`config.mk`:
```
export PLATFORM = sky130hd
export DESIGN_NAME = can_bit_timing_flat
export DESIGN_NICKNAME = d
export VERILOG_FILES = /design/src/rtl/can_bit_timing_if.sv /design/src/rtl/can_bit_timing.sv /design/src/flat_wrapper.sv
export SDC_FILE = /design/constraint.sdc
export NUM_CORES = 1
export LEC_CHECK = 0
export BUFFER_PORTS_ARGS = -buffer_cell sky130_fd_sc_hd__buf_4
export CORE_AREA = 2 2 48 84
export DETAILED_ROUTE_END_ITERATION = 10
export DIE_AREA = 0 0 50 86
export GPL_ROUTABILITY_DRIVEN = 0
export GPL_TIMING_DRIVEN = 0
export HOLD_SLACK_MARGIN = 0.05
export PLACE_DENSITY = 0.72
export SLEW_MARGIN = 10
export SYNTH_ARGS = -nofsm -noshare
export SYNTH_HDL_FRONTEND = slang
export SYNTH_SLANG_ARGS = --single-unit
```
`constraint.sdc`:
```
create_clock -name clock -period 11.4 [get_ports clock]
set_input_delay 0.57 -clock clock [delete_from_list [all_inputs] [get_ports clock]]
set_output_delay 0.57 -clock clock [all_outputs]
set_load 0.05 [all_outputs]
```
`src/rtl/can_bit_timing_if.sv`:
```
// can_bit_timing_if: bus line, hard-sync enable and sampled-bit strobes between the bit-timing front end and the decoder
interface can_bit_timing_if;
    logic can_rx;
    logic hard_sync_en;
    logic rx_bit;
    logic sample_point;
    logic tx_point;
    modport master (output can_rx, hard_sync_en, input rx_bit, sample_point, tx_point);
    modport slave  (input can_rx, hard_sync_en, output rx_bit, sample_point, tx_point);
endinterface

```
`src/rtl/can_bit_timing.sv`:
```
// can_bit_timing: CAN bit timing with hard sync / SJW resync; define CAN_TRIPLE_SAMPLE_EN for 2-of-3 majority sampling
module can_bit_timing #(
    parameter int BRP   = 4,
    parameter int TSEG1 = 7,
    parameter int TSEG2 = 2,
    parameter int SJW   = 1
) (
    input logic             clock,
    input logic             reset,
    can_bit_timing_if.slave bus
);
    localparam logic [1:0] ST_SYNC = 2'd0, ST_SEG1 = 2'd1, ST_SEG2 = 2'd2;
    logic       meta_q, rx_sync_q, rx_prev_q, rx_bit_q, synced_q, synced_d;
    logic [1:0] st_q, st_d, e_st;
    logic [6:0] pre_q, pre_d;
    logic [4:0] tq_q, tq_d, len_q, len_d, shr_q, shr_d, shr_eff;
    logic [4:0] seg1_last, seg2_last, e_tq, len_amt;
    logic       tick, sp, samp, bit_now, fall, hard, rs, late, early, shorten, jump;

    assign tick      = pre_q == 7'(BRP - 1);
    assign seg1_last = 5'(TSEG1 - 1) + len_q;
    assign sp        = st_q == ST_SEG1 && tick && tq_q == seg1_last;
    assign bit_now   = sp ? samp : rx_bit_q;
    assign fall      = rx_prev_q & ~rx_sync_q;
    assign hard      = fall & bus.hard_sync_en;
    // a sample on the edge clock happens first, so the edge is judged as TSEG2 quantum 0 against the new bit
    assign rs        = fall & ~bus.hard_sync_en & bit_now & ~(synced_q & ~sp);
    assign e_st      = sp ? ST_SEG2 : st_q;
    assign e_tq      = sp ? 5'd0 : tq_q;
    assign late      = rs && e_st == ST_SEG1;
    assign early     = rs && e_st == ST_SEG2 && (5'(TSEG2) - e_tq) <= 5'(SJW);
    assign shorten   = rs && e_st == ST_SEG2 && !early;
    assign len_amt   = (e_tq + 5'd1 < 5'(SJW)) ? e_tq + 5'd1 : 5'(SJW);
    assign shr_eff   = shorten ? 5'(SJW) : shr_q;
    assign seg2_last = 5'(TSEG2 - 1) - shr_eff;
    assign jump      = hard | early;
    assign synced_d  = hard | rs | (synced_q & ~sp);

    assign bus.rx_bit       = bit_now;
    assign bus.sample_point = sp;
    assign bus.tx_point     = ~reset & ((st_q == ST_SYNC && pre_q == 7'd0) | jump);

`ifdef CAN_TRIPLE_SAMPLE_EN
    logic [1:0] tri_q;
    assign samp = (tri_q[1] & tri_q[0]) | (rx_sync_q & (tri_q[1] | tri_q[0]));
    // capture the line on the tq ticks of the two quanta preceding the sample point
    always_ff @(posedge clock or posedge reset)
        if (reset) tri_q <= 2'b11;
        else if (st_q == ST_SEG1 && tick && !sp && tq_q + 5'd2 >= seg1_last) tri_q <= {tri_q[0], rx_sync_q};
`else
    assign samp = rx_sync_q;
`endif

    // segment sequencing; a sync jump makes the edge clock act as SYNC and restarts TSEG1 next clock
    always_comb begin
        pre_d = tick ? 7'd0 : pre_q + 7'd1;
        st_d  = st_q;
        tq_d  = tq_q;
        len_d = late ? len_amt : len_q;
        shr_d = shr_eff;
        if (tick && st_q == ST_SYNC) begin
            st_d = ST_SEG1;
            tq_d = 5'd0;
        end else if (tick && st_q == ST_SEG1) begin
            st_d = sp ? ST_SEG2 : ST_SEG1;
            tq_d = sp ? 5'd0 : tq_q + 5'd1;
        end else if (tick && st_q == ST_SEG2) begin
            st_d  = tq_q == seg2_last ? ST_SYNC : ST_SEG2;
            tq_d  = tq_q == seg2_last ? 5'd0 : tq_q + 5'd1;
            len_d = tq_q == seg2_last ? 5'd0 : len_d;
            shr_d = tq_q == seg2_last ? 5'd0 : shr_d;
        end
        if (jump) begin
            pre_d = 7'd0;
            st_d  = ST_SEG1;
            tq_d  = 5'd0;
            len_d = 5'd0;
            shr_d = 5'd0;
        end
    end

    // synchroniser, timing state and sampled bit
    always_ff @(posedge clock or posedge reset) begin
        if (reset) begin
            meta_q    <= 1'b1;
            rx_sync_q <= 1'b1;
            rx_prev_q <= 1'b1;
            pre_q     <= 7'd0;
            st_q      <= ST_SYNC;
            tq_q      <= 5'd0;
            len_q     <= 5'd0;
            shr_q     <= 5'd0;
            synced_q  <= 1'b0;
            rx_bit_q  <= 1'b1;
        end else begin
            meta_q    <= bus.can_rx;
            rx_sync_q <= meta_q;
            rx_prev_q <= rx_sync_q;
            pre_q     <= pre_d;
            st_q      <= st_d;
            tq_q      <= tq_d;
            len_q     <= len_d;
            shr_q     <= shr_d;
            synced_q  <= synced_d;
            rx_bit_q  <= bit_now;
        end
    end
endmodule

```
`src/flat_wrapper.sv`:
```
// flat-port wrapper written by rule: the top's interface ports become plain ports
module can_bit_timing_flat 
#(
    parameter int BRP   = 4,
    parameter int TSEG1 = 7,
    parameter int TSEG2 = 2,
    parameter int SJW   = 1
)
  (clock, reset, bus_can_rx, bus_hard_sync_en, bus_rx_bit, bus_sample_point, bus_tx_point);
  can_bit_timing_if bus_i ();
  input logic clock;
  input logic reset;
  input wire logic [$bits(bus_i.can_rx)-1:0] bus_can_rx;
  input wire logic [$bits(bus_i.hard_sync_en)-1:0] bus_hard_sync_en;
  output wire logic [$bits(bus_i.rx_bit)-1:0] bus_rx_bit;
  output wire logic [$bits(bus_i.sample_point)-1:0] bus_sample_point;
  output wire logic [$bits(bus_i.tx_point)-1:0] bus_tx_point;
  assign bus_i.can_rx = bus_can_rx;
  assign bus_i.hard_sync_en = bus_hard_sync_en;
  assign bus_rx_bit = bus_i.rx_bit;
  assign bus_sample_point = bus_i.sample_point;
  assign bus_tx_point = bus_i.tx_point;
  can_bit_timing #(.BRP(BRP), .TSEG1(TSEG1), .TSEG2(TSEG2), .SJW(SJW)) u_core (.clock(clock), .reset(reset), .bus(bus_i));
endmodule
```
==> run metrics <==
Sink Count=29; crit share post-route=53.4%; Post-CTS Repair Setup Buffers=0; vias per cell=5.93; Synth Flop Type=dfrtp_1; Gates resized, CTS repair=0; core area=0.00359 mm²; nets=235; initial antenna violation count=0; Final ANT Viol Nets=0; drt pass-1 iters=4; Post-synth EDFFs=0; dpl hpwl=3270 µm; later-pin clock latency in the skew report=290 ps; drt total wl=4270 µm; Max Cap Viol=0; commonest non-fill, non-tap cell in the layout=dfrtp_1; max_slew headroom=50.8%; Worst R2R End=u_core.tq_q[2]; Yosys warning total=0; CP endpoint kind=register; # IOs=7; peak fanout along the critical path=6; final hold vios=0; htree depth=2; unrepaired setup endpoints after global routing=no; fmax=164 MHz; Largest stage delay, worst path=620 ps; grt ovf=0; Mapped Cells=210; register area=731 µm²; via count=1,600; crit-path cells=inv_1 -> ha_1 -> xnor2_1 -> nor3_2 -> and4_1 -> buf_4 -> nor2_1 -> ha_1 -> nor2b_1 -> a2111oi_0 -> and4_4 -> nor3_2 -> nor2_1 -> nand2_1 -> ha_1 -> xor2_1 -> a21oi_1 -> nor3_1 -> o21ai_0 -> a21oi_1 -> or3b_2 -> a22oi_4 -> a2111oi_0 -> a221o_1; diode count=0; Setup TNS=0 ps; Final Skew=7.58 ps; Leakage=0.996 nW; site row count=29; Pwr Density=191 mW/mm²; Critical Path Start=u_core.len_q[1]; multi-input logic area=0.00116 mm²; most frequent CP cell=ha_1; area grow syn2layout=11.2%; crit path to=u_core.tq_q[2]; CP startpoint kind=register; final instance area=0.00222 mm²; actual slew at the worst max-slew pin=719 ps; register area share after synthesis=36.6%; DRT iter0 DRCs=41; Reg2Reg Depth=24; Initial Util=55.6%; Max IR drop VDD=0.000107 V; Total GRT Usage=22.9%; Worst R2R Start=u_core.len_q[1]; syn_nets=222; TritonCTS Buffers=5; Die ar.=0.00430 mm²; Worst Setup Path Type=reg2reg; clock root buffer=clkbuf_8; I/O Buffers=6; first-pass GRT wire length=7450 µm; die span in y=86 µm; WP buf/inv=2; fillers=307; ratio of cells with drive above 1 in the final layout=26.8%; DR DRC count=0; Hold-fix buffers, CTS=0; Netlist cell types=56; Final setup violation count=0; R2R Setup Slk=5310 ps; CP Depth=24; status=completed; commonest non-fill, non-tap cells in the layout=dfrtp_1, nand2_1, nor2_1, nor3_2, xnor2_1; vias in the first global route=1,648; crit path time final=6090 ps; DR WL/cell=15.8 µm; async set-or-reset flop fraction in the synthesized netlist=100%; mapped cell area=0.00200 mm²; Die Wd=50 µm; Pins Over Slew Limit=0; Clock transition at path regs=70 ps; critical path's slowest cell=a2111oi_0; largest net degree at the start of global routing=30; Top delay family on crit path=simple AND/OR/NAND/NOR gates; Worst Path Arrival=6260 ps; Avg Inst Size Synth=9.51 µm²; CTS tree=done; dpl cell area=0.00210 mm²; CTS Buffer Depth=2; Worst EP required=11,570 ps; Hold WC Path Type=in2async; FF+latch count, synth=29
## state kept, by name (all words and copies together), names as in the netlist
register / flops
u_core.rx_sync_q: 1
u_core.st_q: 2
u_core.len_q: 5
u_core.meta_q: 1
u_core.pre_q: 7
u_core.rx_prev_q: 1
u_core.synced_q: 1
u_core.rx_bit_q: 1
u_core.shr_q: 5
u_core.tq_q: 5
## cell usage after synthesis, types with 2 or more instances
| library cell | number | area [µm²] |
|---|---|---|
| a2111oi_0 | 2 | 17.5 |
| a21oi_1 | 8 | 40.0 |
| a22o_1 | 2 | 17.5 |
| a31oi_1 | 2 | 12.5 |
| a41oi_1 | 2 | 17.5 |
| buf_2 | 3 | 15.0 |
| buf_4 | 3 | 22.5 |
| dfrtp_1 | 25 | 626 |
| dfstp_2 | 4 | 105 |
| ha_1 | 8 | 100 |
| inv_1 | 10 | 37.5 |
| nand2_1 | 24 | 90.1 |
| nand2b_1 | 6 | 37.5 |
| nand3_1 | 4 | 20.0 |
| nor2_1 | 22 | 82.6 |
| nor2_2 | 3 | 18.8 |
| nor2b_1 | 5 | 31.3 |
| nor3_1 | 3 | 15.0 |
| nor3_2 | 12 | 120 |
| nor4_1 | 3 | 18.8 |
| o21ai_0 | 7 | 35.0 |
| o31ai_1 | 2 | 15.0 |
| or4_4 | 2 | 22.5 |
| xnor2_1 | 11 | 96.3 |
| xor2_1 | 6 | 52.6 |
## logic make-up after synthesis
group                      after synthesis  share of synthesized area [%]
and+or+nand+nor                         97                           28.9
AOI/OAI and AO/OA                       38                           14.8
muxes                                    1                          0.564
adders and majority gates                8                           5.01
xor gates and xnor gates                18                           8.65
buffers and inverters                   19                           5.51
DFF                                     29                           36.6
## where the power goes
part	switching (mW)	total [mW]	leakage, nW	internal (mW)
clock network	0.0397	0.111	0.0574	0.0709
registers	0.0139	0.132	0.373	0.118
logic	0.102	0.181	0.565	0.0789
total	0.155	0.423	0.996	0.268
## worst register-to-register path, stage by stage (launching register included)
cell	delay [ps]
dfrtp_1	410
inv_1	60
ha_1	300
xnor2_1	130
nor3_2	360
and4_1	250
buf_4	160
nor2_1	100
ha_1	320
nor2b_1	150
a2111oi_0	620
and4_4	350
nor3_2	70
nor2_1	220
nand2_1	130
ha_1	230
xor2_1	380
a21oi_1	130
nor3_1	160
o21ai_0	110
a21oi_1	150
or3b_2	490
a22oi_4	230
a2111oi_0	180
a221o_1	280
## layout make-up
type / count / area share (%)
clock inverter: 2 / 1.69
multi-input combinational: 162 / 52.1
tap: 46 / 2.59
buffer: 8 / 3.10
sequential: 29 / 32.9
timing repair buffer: 6 / 2.03
inverter: 11 / 1.86
clock buffer: 6 / 3.72
## per-layer routing
layer	wire length, µm	vias to the layer above	share of wire, %	GRT usage, %
met2	2430	47	57	41.0
met1	1570	777	37	24.4
met4	123	0	2.9	13.4
li1	-	762	-	-
met3	141	14	3.3	4.01
met5	0	-	0	0
## per-stage QoR
step                utilization (%)  total power [mW]  hold WS (ps)  setup WS, ps  instances
floorplan                         -             0.277           345          6190        210
global placement               58.4             0.303           350          5670        262
detailed placement             58.4             0.312           350          5390        262
CTS                            61.8             0.425           363          5360        270
global route                   61.8             0.449           365          4970        270
finish                         61.8             0.423           361          5310        270
## worst min-delay path by stage
| stage | startpoint | end | slack, ps |
|---|---|---|---|
| after floorplan | u_core.meta_q | u_core.rx_sync_q | 350 |
| after global placement | u_core.meta_q | u_core.rx_sync_q | 350 |
| after detailed placement | u_core.meta_q | u_core.rx_sync_q | 350 |
| after CTS | u_core.meta_q | u_core.rx_sync_q | 360 |
| final | reset | u_core.st_q[1] | 360 |
| after global routing | u_core.meta_q | u_core.rx_sync_q | 360 |
(Power assumes the default switching activity.)
